--- config.mk ---
export PLATFORM = sky130hd
export DESIGN_NAME = oven_cook_sequencer
export DESIGN_NICKNAME = d
export VERILOG_FILES = /design/src/rtl/oven_cook_sequencer.sv
export SDC_FILE = /design/constraint.sdc
export NUM_CORES = 1
export LEC_CHECK = 0
export ABC_AREA = 1
export CORE_AREA = 2 2 104 106
export CTS_CLUSTER_SIZE = 8
export DETAILED_ROUTE_END_ITERATION = 10
export DIE_AREA = 0 0 106 108
export PLACE_DENSITY = 0.57
export REMOVE_ABC_BUFFERS = 1
export SLEW_MARGIN = 25
export SYNTH_ARGS = -nofsm -noshare
export SYNTH_HDL_FRONTEND = slang
export SYNTH_SLANG_ARGS = --single-unit
--- constraint.sdc ---
create_clock -name clk -period 5.1 [get_ports clk]
set_input_delay 1.275 -clock clk [delete_from_list [all_inputs] [get_ports clk]]
set_output_delay 1.275 -clock clk [all_outputs]
set_load 0.01 [all_outputs]
--- src/rtl/oven_cook_sequencer.sv ---
// Cook-cycle controller: preheat to target, bake countdown on a 1 Hz tick,
// timed done alarm, preheat-timeout fault, and bang-bang heater control with
// hysteresis. Every output is a flop updated from the next-state decision.
module oven_cook_sequencer #(
  parameter int TEMP_W          = 10,
  parameter int TIME_W          = 13,
  parameter int HYST            = 5,
  parameter int PREHEAT_MARGIN  = 10,
  parameter int PREHEAT_TIMEOUT = 900,
  parameter int ALARM_SECS      = 10,
  parameter int MIN_TEMP        = 65,
  parameter int MAX_TEMP        = 500
) (
  input  logic              clk,
  input  logic              rst,
  input  logic              tick_1hz,
  input  logic              start,
  input  logic              cancel,
  input  logic [TEMP_W-1:0] target_temp,
  input  logic [TIME_W-1:0] target_time,
  input  logic [TEMP_W-1:0] current_temp,
  output logic              heat,
  output logic              preheated,
  output logic              alarm,
  output logic              fault,
  output logic              busy,
  output logic [2:0]        state,
  output logic [TIME_W-1:0] remaining_time
);

  localparam int PT_W = $clog2(PREHEAT_TIMEOUT + 1);
  localparam int AL_W = $clog2(ALARM_SECS + 1);

  typedef enum logic [2:0] {
    S_IDLE    = 3'd0,
    S_PREHEAT = 3'd1,
    S_BAKE    = 3'd2,
    S_DONE    = 3'd3,
    S_FAULT   = 3'd4
  } state_t;

  state_t              cur;
  state_t              nxt;
  logic [TEMP_W-1:0]   t_lat;
  logic [TEMP_W-1:0]   t_lat_nxt;
  logic [TIME_W-1:0]   remaining_nxt;
  logic [PT_W-1:0]     pre_timer;
  logic [PT_W-1:0]     pre_timer_nxt;
  logic [AL_W-1:0]     alarm_cnt;
  logic [AL_W-1:0]     alarm_cnt_nxt;
  logic                heat_nxt;
  logic [TEMP_W-1:0]   threshold;
  logic [TEMP_W:0]     heat_off_lim;
  logic                start_ok;
  logic                heating_now;
  logic                heating_next;

  // Threshold below target; clamps at zero instead of wrapping for tiny targets.
  function automatic logic [TEMP_W-1:0] sat_sub(input logic [TEMP_W-1:0] a,
                                                input logic [TEMP_W-1:0] b);
    return (a >= b) ? (a - b) : '0;
  endfunction

  // One extra bit keeps target + hysteresis from wrapping near full scale.
  function automatic logic [TEMP_W:0] wide_add(input logic [TEMP_W-1:0] a,
                                               input logic [TEMP_W-1:0] b);
    return {1'b0, a} + {1'b0, b};
  endfunction

  assign threshold    = sat_sub(t_lat, TEMP_W'(PREHEAT_MARGIN));
  assign heat_off_lim = wide_add(t_lat, TEMP_W'(HYST));
  assign start_ok     = (target_temp >= TEMP_W'(MIN_TEMP)) &&
                        (target_temp <= TEMP_W'(MAX_TEMP)) &&
                        (target_time != '0);
  assign heating_now  = (cur == S_PREHEAT) || (cur == S_BAKE);
  assign heating_next = (nxt == S_PREHEAT) || (nxt == S_BAKE);
  assign state        = cur;

  // Next-state and counter decisions; priority is cancel, then start, then tick.
  always_comb begin
    nxt           = cur;
    t_lat_nxt     = t_lat;
    remaining_nxt = remaining_time;
    pre_timer_nxt = pre_timer;
    alarm_cnt_nxt = alarm_cnt;
    if (cancel && (cur != S_IDLE)) begin
      nxt           = S_IDLE;
      remaining_nxt = '0;
      pre_timer_nxt = '0;
      alarm_cnt_nxt = '0;
    end else begin
      case (cur)
        S_IDLE: begin
          if (start && !cancel && start_ok) begin
            t_lat_nxt     = target_temp;
            remaining_nxt = target_time;
            pre_timer_nxt = '0;
            nxt           = S_PREHEAT;
          end
        end
        S_PREHEAT: begin
          // Reaching temperature beats a simultaneous timeout tick.
          if (current_temp >= threshold) begin
            nxt = S_BAKE;
          end else if (tick_1hz) begin
            pre_timer_nxt = pre_timer + PT_W'(1);
            if (pre_timer_nxt == PT_W'(PREHEAT_TIMEOUT)) nxt = S_FAULT;
          end
        end
        S_BAKE: begin
          if (tick_1hz) begin
            remaining_nxt = remaining_time - TIME_W'(1);
            if (remaining_time == TIME_W'(1)) begin
              nxt           = S_DONE;
              alarm_cnt_nxt = AL_W'(ALARM_SECS);
            end
          end
        end
        S_DONE: begin
          if (tick_1hz) begin
            alarm_cnt_nxt = alarm_cnt - AL_W'(1);
            if (alarm_cnt == AL_W'(1)) nxt = S_IDLE;
          end
        end
        S_FAULT: nxt = S_FAULT;
        default: nxt = S_IDLE;
      endcase
    end
  end

  // Bang-bang heater: on below target, off at target+HYST, hold in between.
  // Forced off on the edge that leaves PREHEAT/BAKE and on the edge entering PREHEAT.
  always_comb begin
    heat_nxt = 1'b0;
    if (heating_now && heating_next) begin
      if (current_temp < t_lat)                     heat_nxt = 1'b1;
      else if ({1'b0, current_temp} >= heat_off_lim) heat_nxt = 1'b0;
      else                                           heat_nxt = heat;
    end
  end

  // State, counters and registered outputs.
  always_ff @(posedge clk) begin
    if (rst) begin
      cur            <= S_IDLE;
      t_lat          <= '0;
      remaining_time <= '0;
      pre_timer      <= '0;
      alarm_cnt      <= '0;
      heat           <= 1'b0;
      preheated      <= 1'b0;
      alarm          <= 1'b0;
      fault          <= 1'b0;
      busy           <= 1'b0;
    end else begin
      cur            <= nxt;
      t_lat          <= t_lat_nxt;
      remaining_time <= remaining_nxt;
      pre_timer      <= pre_timer_nxt;
      alarm_cnt      <= alarm_cnt_nxt;
      heat           <= heat_nxt;
      preheated      <= (nxt == S_BAKE);
      alarm          <= (nxt == S_DONE);
      fault          <= (nxt == S_FAULT);
      busy           <= heating_next;
    end
  end

endmodule

=== Word-level counts from Yosys, hierarchy flattened ===
Index checks and enable logic that the tools add are counted.

* Word-level logic and storage cells: 86
* Input port bits: 38
* Bits in registers: 45

* Eq/ne operators: 17
* Muxes and demuxes: 24
* $lt $le $gt $ge: 6
* Add/sub/neg operators: 5
* Bitwise logic cells: 2
* Reduce and logical (&&, ||, !) cells: 22

{| class="wikitable"
|+ Operators by type and width
! kind !! number
|-
| 2-to-1 mux 10 bit || 4
|-
| 2-to-1 mux 3 bit || 9
|-
| 2-to-1 mux 13 bit || 2
|-
| case mux 13 bit (2 select lines) || 1
|-
| case mux 10 bit (2 select lines) || 1
|-
| case mux 3 bit (5 select lines) || 1
|-
| == test 13 x 1 -> 1 bit (second input constant) || 1
|-
| nonzero test 13 bit || 1
|-
| subtractor 13 x 1 -> 13 bit (second input constant) || 1
|-
| == test 3 x 2 -> 1 bit (second input constant) || 4
|-
| 2-to-1 mux 4 bit || 3
|-
| adder 10 x 3 -> 11 bit (second input constant) || 1
|-
| greater-or-equal comparator 10 x 11 -> 1 bit || 1
|-
| adder 10 x 1 -> 10 bit (second input constant) || 1
|-
| == test 10 bit (second input constant) || 1
|-
| greater-or-equal comparator 10 bit || 1
|-
| greater-or-equal comparator 10 x 4 -> 1 bit (second input constant) || 1
|-
| greater-or-equal comparator 10 x 7 -> 1 bit (second input constant) || 1
|-
| less-or-equal comparator 10 x 9 -> 1 bit (second input constant) || 1
|-
| < comparator 10 bit || 1
|-
| inequality test 2 bit (second input constant) || 5
|-
| subtractor 10 x 4 -> 10 bit (second input constant) || 1
|-
| case mux 4 bit (2 select lines) || 1
|-
| AND reduction 4 bit || 2
|-
| 15 further kinds || 30
|}

=== Longest topological paths before layout ===
Gate-level depths: netlist (run 1).

* Depth in word-level cells: 12
* Depth in mapped cells: 22

=== Worst setup path after synthesis (run 1) ===
Ideal clock, no wire load.

* Path kind: in2reg
* From: in current_temp[0]
* To: reg pre_timer[7]
* Arrival time: 2.561 ns
* Data required time: 4.982 ns
* Slack: 2.422 ns
* Library setup time: 0.118 ns
* Stages on the path: 11
* Cells stage by stage: inv_1 ha_1 o21ai_0 nand2_1 nand3_1 nand3_1 o21ai_4 nand2_4 buf_6 a21oi_1 nor3_1

* Word-level cells in the longest chain between the ends: 3

{| class="wikitable"
|+ Ends and longest elaborated chain
! element !! line !! source
|-
| start: declaration || 21 || <nowiki>input logic [TEMP_W-1:0] current_temp,</nowiki>
|-
| greater-or-equal comparator 10 bit || 103 || <nowiki>if (current_temp >= threshold) begin</nowiki>
|-
| inequality test 2 bit (no line) || -- ||
|-
| AND reduction 4 bit (no line) || -- ||
|-
| end signal: assignment || 159 || <nowiki>pre_timer <= pre_timer_nxt;</nowiki>
|-
| end: declaration || 47 || <nowiki>logic [PT_W-1:0] pre_timer;</nowiki>
|}

No other way between the ends.
A chain may end at the register's enable or synchronous reset.

=== Worst setup path in the final report (run 1) ===
* From: reg t_lat[2]
* To: reg pre_timer[2]

* Word-level cells in the longest chain between the ends: 5
* Elaborated cells on any way between the ends: 6
* Classes of those cells: 1 x add/sub; 2 x order compare; 1 x eq/ne; 1 x mux; 1 x reduce/logical

{| class="wikitable"
|+ Ends and longest elaborated chain
! element !! line !! source
|-
| start: declaration || 44 || <nowiki>logic [TEMP_W-1:0] t_lat;</nowiki>
|-
| start signal: assignment || 157 || <nowiki>t_lat <= t_lat_nxt;</nowiki>
|-
| subtractor 10 x 4 -> 10 bit / greater-or-equal comparator 10 x 4 -> 1 bit (equally long branches) || 61 || <nowiki>return (a >= b) ? (a - b) : '0;</nowiki>
|-
| 2-to-1 mux 10 bit * || 61 ||
|-
| greater-or-equal comparator 10 bit * || 103 ||
|-
| inequality test 2 bit (no line) * || -- ||
|-
| AND reduction 4 bit (no line) * || -- ||
|}

Every way passes the cells marked *; elsewhere a longest branch is shown, timed or not.

==> metrics.yaml, run 1 <==
clock_sinks: 45
critPathCaptureType: "flip-flop"
dpl.hpwl_um: 7570
fin_ws_ps: 1950
synth_top_area_cell: "dfxtp_1"
cts_buffers: 5
fin_crit_sh_pct: 61.8
yosysMostFrequentCell: "nand2_1"
core_sq_um: 10200
synth-simple-area-share_pct: 31.9
crit_chain: "inv_1, a21oi_1, nor2_1, inv_1, nor2_1, nand2_1, inv_1, a21oi_1, o21ai_0, ha_1, a21o_1, nor2_1, nand3_1, o21ai_4, nand2_4, o21ai_0, a21oi_1"
powerDensity_nw_per_um2: 218
post_cts_buffers: 0
postCtsHoldBufs: 0
synthDistinctLibCells: 38
synth_top_family_by_area: "simple AND/OR/NAND/NOR gates"
io_buffers: 58
netlist_top_cells_area: "dfxtp_1 (25%), ha_1 (14%), nand2_1 (13%)"
antenna_found_initial: 0
power.leakage_nw: 1.84
diodes: 0
htreeDepth: 2
synth-compound-area-share_pct: 18.4
drive_above_1_share_pct: 4.61
rsz0062_at_grt: "false"
drc: 0
hold_viol: 0
cts.clk_slew.worst_paths_ps: 100
postPlaceCellArea_sq_um: 4270
die_width_um: 106
fmax_ghz: 0.317
dieHeight_um: 108
slew_viol_final: 0
post-route-min-period_ps: 3150
totalWireLength_um: 9460
fin_skew_ps: 13.2
yosysSeqAreaShare_pct: 25.3
synth_top_area_share_pct: 25.3
cp_max_fo: 16
via_per_inst: 4.96
grt_max_degree: 22
crit_slowest_cell: "dfxtp_1"
synth_edf_count: 0
wl_per_cell_um: 12.7
arrival_ps: 3360
cts_max_path_buffers: 2
crit_type: "flip-flop to flip-flop"
synthAdderAreaFrac_pct: 13.7
synth-async-reset-ratio_pct: 0
syn_avg_cell_area_sq_um: 6.47
worstMarginPinSlew_ps: 509
firstDrtPassIters: 4
final_cell_area_sq_um: 4360
ir_drop_v: 0.0000986
place.gp.congestion: 0.853
start_util_pct: 34.8
max_slew_margin_pct: 66.0
status: "finished clean"
antenna_left: 0
die_area_sq_um: 11400
postSynthCellCount: 551
grt_remaining_overflow: 0
dr_total_vias: 3691
num_io_pins: 59
synth-xor-area-share_pct: 1.97
grt_pass1_vias: 3562
start_kind: "flip-flop"
clkLatencyLatePin_ps: 310
fin_tns_setup_ps: 0
synth_common_cells: "nand2_1 (122), nor2_1 (76), inv_1 (60)"
yosysWarningCount: 0
cp.required_ps: 5310
gr-usage-all-layers_pct: 17.3
path_buf_inv: 3
synthFlopType: "dfxtp_1"
hp-class: "flip-flop to flip-flop"
synth_seq_cells: 45
fin_util_pct: 42.6
synth_mux_area_share_pct: 0.316
row_count: 37
drtIter0Drc: 136
cts_tree: "yes"
fin_nets: 684
worst_path_dominant_cell_family: "compound AO/OA/AOI/OAI gates"
cap_violations: 0
max_stage_delay_ps: 420
syn2layout_area_growth_pct: 22.3
pre_cts_slack_ps: 1740
setup_viol: 0
grt_pass1_wl_um: 16200
syn_area_sq_um: 3560
ctsResizeCount: 0
cts-root-buf: "clkbuf_8"
-- metal layers --
metal  wire length, um  GRT usage [%]  share of wire [%]  vias to the layer above
li1                  -              -                  -                     1950
met1              4400           22.1                 47                     1633
met2              4420           30.2                 47                       99
met3               537           3.19                5.7                        9
met4                95           4.42                1.0                        0
met5                 0              0                  0                        -
-- final timing paths --
check                     from           end  slack [ps]  cells past startpoint
setup reg to reg      t_lat[2]  pre_timer[2]        1950                     17
setup / recovery      t_lat[2]  pre_timer[2]        1950                     17
hold reg to reg   alarm_cnt[2]  alarm_cnt[2]         440                      1
hold / removal    alarm_cnt[2]  alarm_cnt[2]         440                      1
-- cells by family after synthesis --
family / after synthesis
and+or+nand+nor: 265
AOI/OAI and AO/OA: 117
buffers and inverters: 76
DFF: 45
adders and majority gates: 39
xor gates and xnor gates: 8
muxes: 1
-- cells in the final DEF (no fill, tap or decap), types with 4 or more instances in the layout --
cell and instances:
inv_1 60, xor2_1 5, o21ai_0 50, nand3_1 26
ha_1 39, a31oi_1 11, nand3b_1 4, dfxtp_1 45
clkbuf_8 5, nor2_1 76, nand4_1 11, nor3_1 14
nand2_1 122, a21oi_1 43, or2_2 5, clkdlybuf4s50_1 58
-- registers in the layout (all words and copies together) (netlist names) --
register        count
alarm               1
preheated           1
alarm_cnt           4
t_lat              10
pre_timer          10
busy                1
fault               1
heat                1
state               3
remaining_time     13
-- metrics by stage --
step	power [W]	cells	hold WS, ps
3_3_place_gp	0.000721	736	429
2_1_floorplan	0.000610	541	412
5_1_grt	0.00103	744	472
4_1_cts	0.000963	744	449
6_report	0.000951	744	443
3_5_place_dp	0.000728	736	433
-- report_power, final --
group / leakage, nW / switching (W) / internal (W)
Combinational: 1.43 / 0.000187 / 0.000138
Clock: 0.0445 / 0.000134 / 0.0000975
Sequential: 0.366 / 0.0000228 / 0.000372
Total: 1.84 / 0.000344 / 0.000607
-- layout make-up --
type / instances / area [sq um]
fill: 1116 / 5870
timing repair buffer: 59 / 588
clock inverter: 3 / 21.3
clock buffer: 5 / 68.8
multi-input combinational: 430 / 2360
inverter: 66 / 250
sequential: 45 / 901
tap: 136 / 170
Power figures use the tool's default switching activity.
==> run 2: changes to the inputs <==
- clock period: 5.1 -> 3 ns (I/O delays scaled with it)
==> run 2 against run 1 <==
Net effect: first-iteration DRC count increased by 13%; combinational power grew 80%; die area unchanged; largest cell class unchanged; sequential cell count unchanged; power increased by 74%; largest power group unchanged; global-route usage barely moved; count of clock-buffer cells in the layout did not move.
==> metrics.yaml, run 2 (synthesis gave the netlist of run 1 again) <==
p_sw_share_pct: 36.3
cts_buffers: 5
ff_latch_area_sq_um: 910
layout_common_cells: "nand2_1 (120), nor2_1 (72), inv_1 (58), clkdlybuf4s50_1 (58), o21ai_0 (45)"
final_cell_area_sq_um: 4500
fin_crit_sh_pct: 93.4
numPlacedInstances: 740
cts.clk_slew.worst_paths_ps: 100
diodes: 0
gr-usage-all-layers_pct: 17.3
post-route-min-period_ps: 2800
setup_viol: 0
die_area_sq_um: 11400
cp_max_fo: 16
reg_top3: "remaining_time (13), pre_timer (10), t_lat (10)"
die_width_um: 106
crit_cells: 15
cp.required_ps: 3200
wl_per_cell_um: 12.9
power.leakage_nw: 1.90
cts_max_path_buffers: 2
crit_chain: "inv_4, ha_2, nor2_1, nor3_2, nand3_1, a21oi_1, o21ai_1, ha_1, a21o_1, nor2_1, nand3_2, o21ai_4, nand2_4, o21ai_0, a21oi_1"
crit_slowest_cell: "dfxtp_4"
p_clk_share_pct: 24.1
fillers: 1080
fmax_ghz: 0.357
cts-root-buf: "clkbuf_8"
cap_violations: 0
largest-register: "remaining_time"
num_io_pins: 59
hold_viol: 0
drive_above_1_share_pct: 9.05
hp-class: "flip-flop to flip-flop"
holdPathStages: 1
postCtsHoldBufs: 0
postPlaceCellArea_sq_um: 4300
crit_type: "flip-flop to flip-flop"
grt_remaining_overflow: 0
worst_path_dominant_cell_family: "simple AND/OR/NAND/NOR gates"
seq_power_share_pct: 40.6
dr_total_vias: 3752
arrival_ps: 3010
cts_tree: "yes"
intPower_w: 0.00106
start_kind: "flip-flop"
powerDensity_nw_per_um2: 368
clock_sinks: 45
grt_max_degree: 22
finalPower_w: 0.00166
fin_nets: 695
antenna_left: 0
ir_drop_v: 0.000200
htreeDepth: 2
p_sw_w: 0.000601
row_count: 37
layout_commonest_cell: "nand2_1"
worstMarginPinSlew_ps: 499
io_buffers: 58
grt_pass1_wl_um: 16200
fin_cells: 755
antenna_found_initial: 0
multi_input_area_sq_um: 2400
fin_skew_ps: 15.0
totalWireLength_um: 9750
critPathCaptureType: "flip-flop"
start_util_pct: 34.8
drc: 0
max_slew_margin_pct: 66.6
dieHeight_um: 108
slew_viol_final: 0
status: "finished clean"
drtIter0Drc: 154
grt_pass1_vias: 3541
pwr-share-comb_pct: 35.3
via_per_inst: 4.97
largest_register_ffs: 13
firstDrtPassIters: 4
fin_hold_ws_ps: 446
r2r_cells: 15
path_buf_inv: 1
clkLatencyLatePin_ps: 300
dpl.hpwl_um: 7650
syn2layout_area_growth_pct: 26.2
place.gp.congestion: 0.835
core_sq_um: 10200
max_stage_delay_ps: 370
-- run 2: cell types whose count changed in the layout (fill, tap and decap cells not counted), sizes merged --
cell,change
buf,+11
-- run 2: per-layer routing --
metal / GRT usage [%] / vias to the layer above / routed length, um
met5: 0 / - / 0
met1: 21.7 / 1677 / 4530
met3: 3.25 / 5 / 526
li1: - / 1977 / -
met2: 31.2 / 93 / 4620
met4: 3.38 / 0 / 74
-- run 2: worst reg2reg max path, delay by kind of cell (launching register included) --
| kind | cells | cell delay [ps] |
|---|---|---|
| adders and majority gates | 2 | 500 |
| DFF | 1 | 370 |
| and+or+nand+nor | 6 | 890 |
| buffers and inverters | 1 | 80 |
| AOI/OAI and AO/OA | 6 | 900 |
-- run 2: area by class of cell --
class                           instances  area share, %
Clock buffer                            5           1.53
Clock inverter                          3          0.556
Inverter                               66           5.62
Multi-Input combinational cell        430           53.4
Sequential cell                        45           20.2
Tap cell                              136           3.78
Timing Repair Buffer                   70           14.9
-- run 2: stage by stage --
stage	TNS, ps	utilization, %	worst slack (ps)
2_1_floorplan	0	-	391
3_3_place_gp	0	42.0	144
3_5_place_dp	0	42.0	72.5
4_1_cts	0	42.9	52.2
5_1_grt	-3.63	44.0	-3.63
6_report	0	44.0	197
-- run 2: worst paths after layout --
check / from / end / slack [ps]
worst max-delay path: t_lat[1] / pre_timer[2] / 200
worst min-delay path: alarm_cnt[2] / alarm_cnt[2] / 450
worst max register to register: t_lat[1] / pre_timer[2] / 200
worst min register to register: alarm_cnt[2] / alarm_cnt[2] / 450
-- run 2: power groups by stage --
stage	Clock (W)	Sequential [W]	Combinational (W)
after floorplan	0	0.000685	0.000351
after global placement	0	0.000686	0.000548
after detailed placement	0	0.000686	0.000558
after CTS	0.000417	0.000673	0.000562
after global routing	0.000444	0.000679	0.000668
final	0.000399	0.000672	0.000584
-- run 2: timing repair --
item,CTS,global route
endpoints found under the setup margin,0,18
resized for setup,0,25
setup buffers,0,7
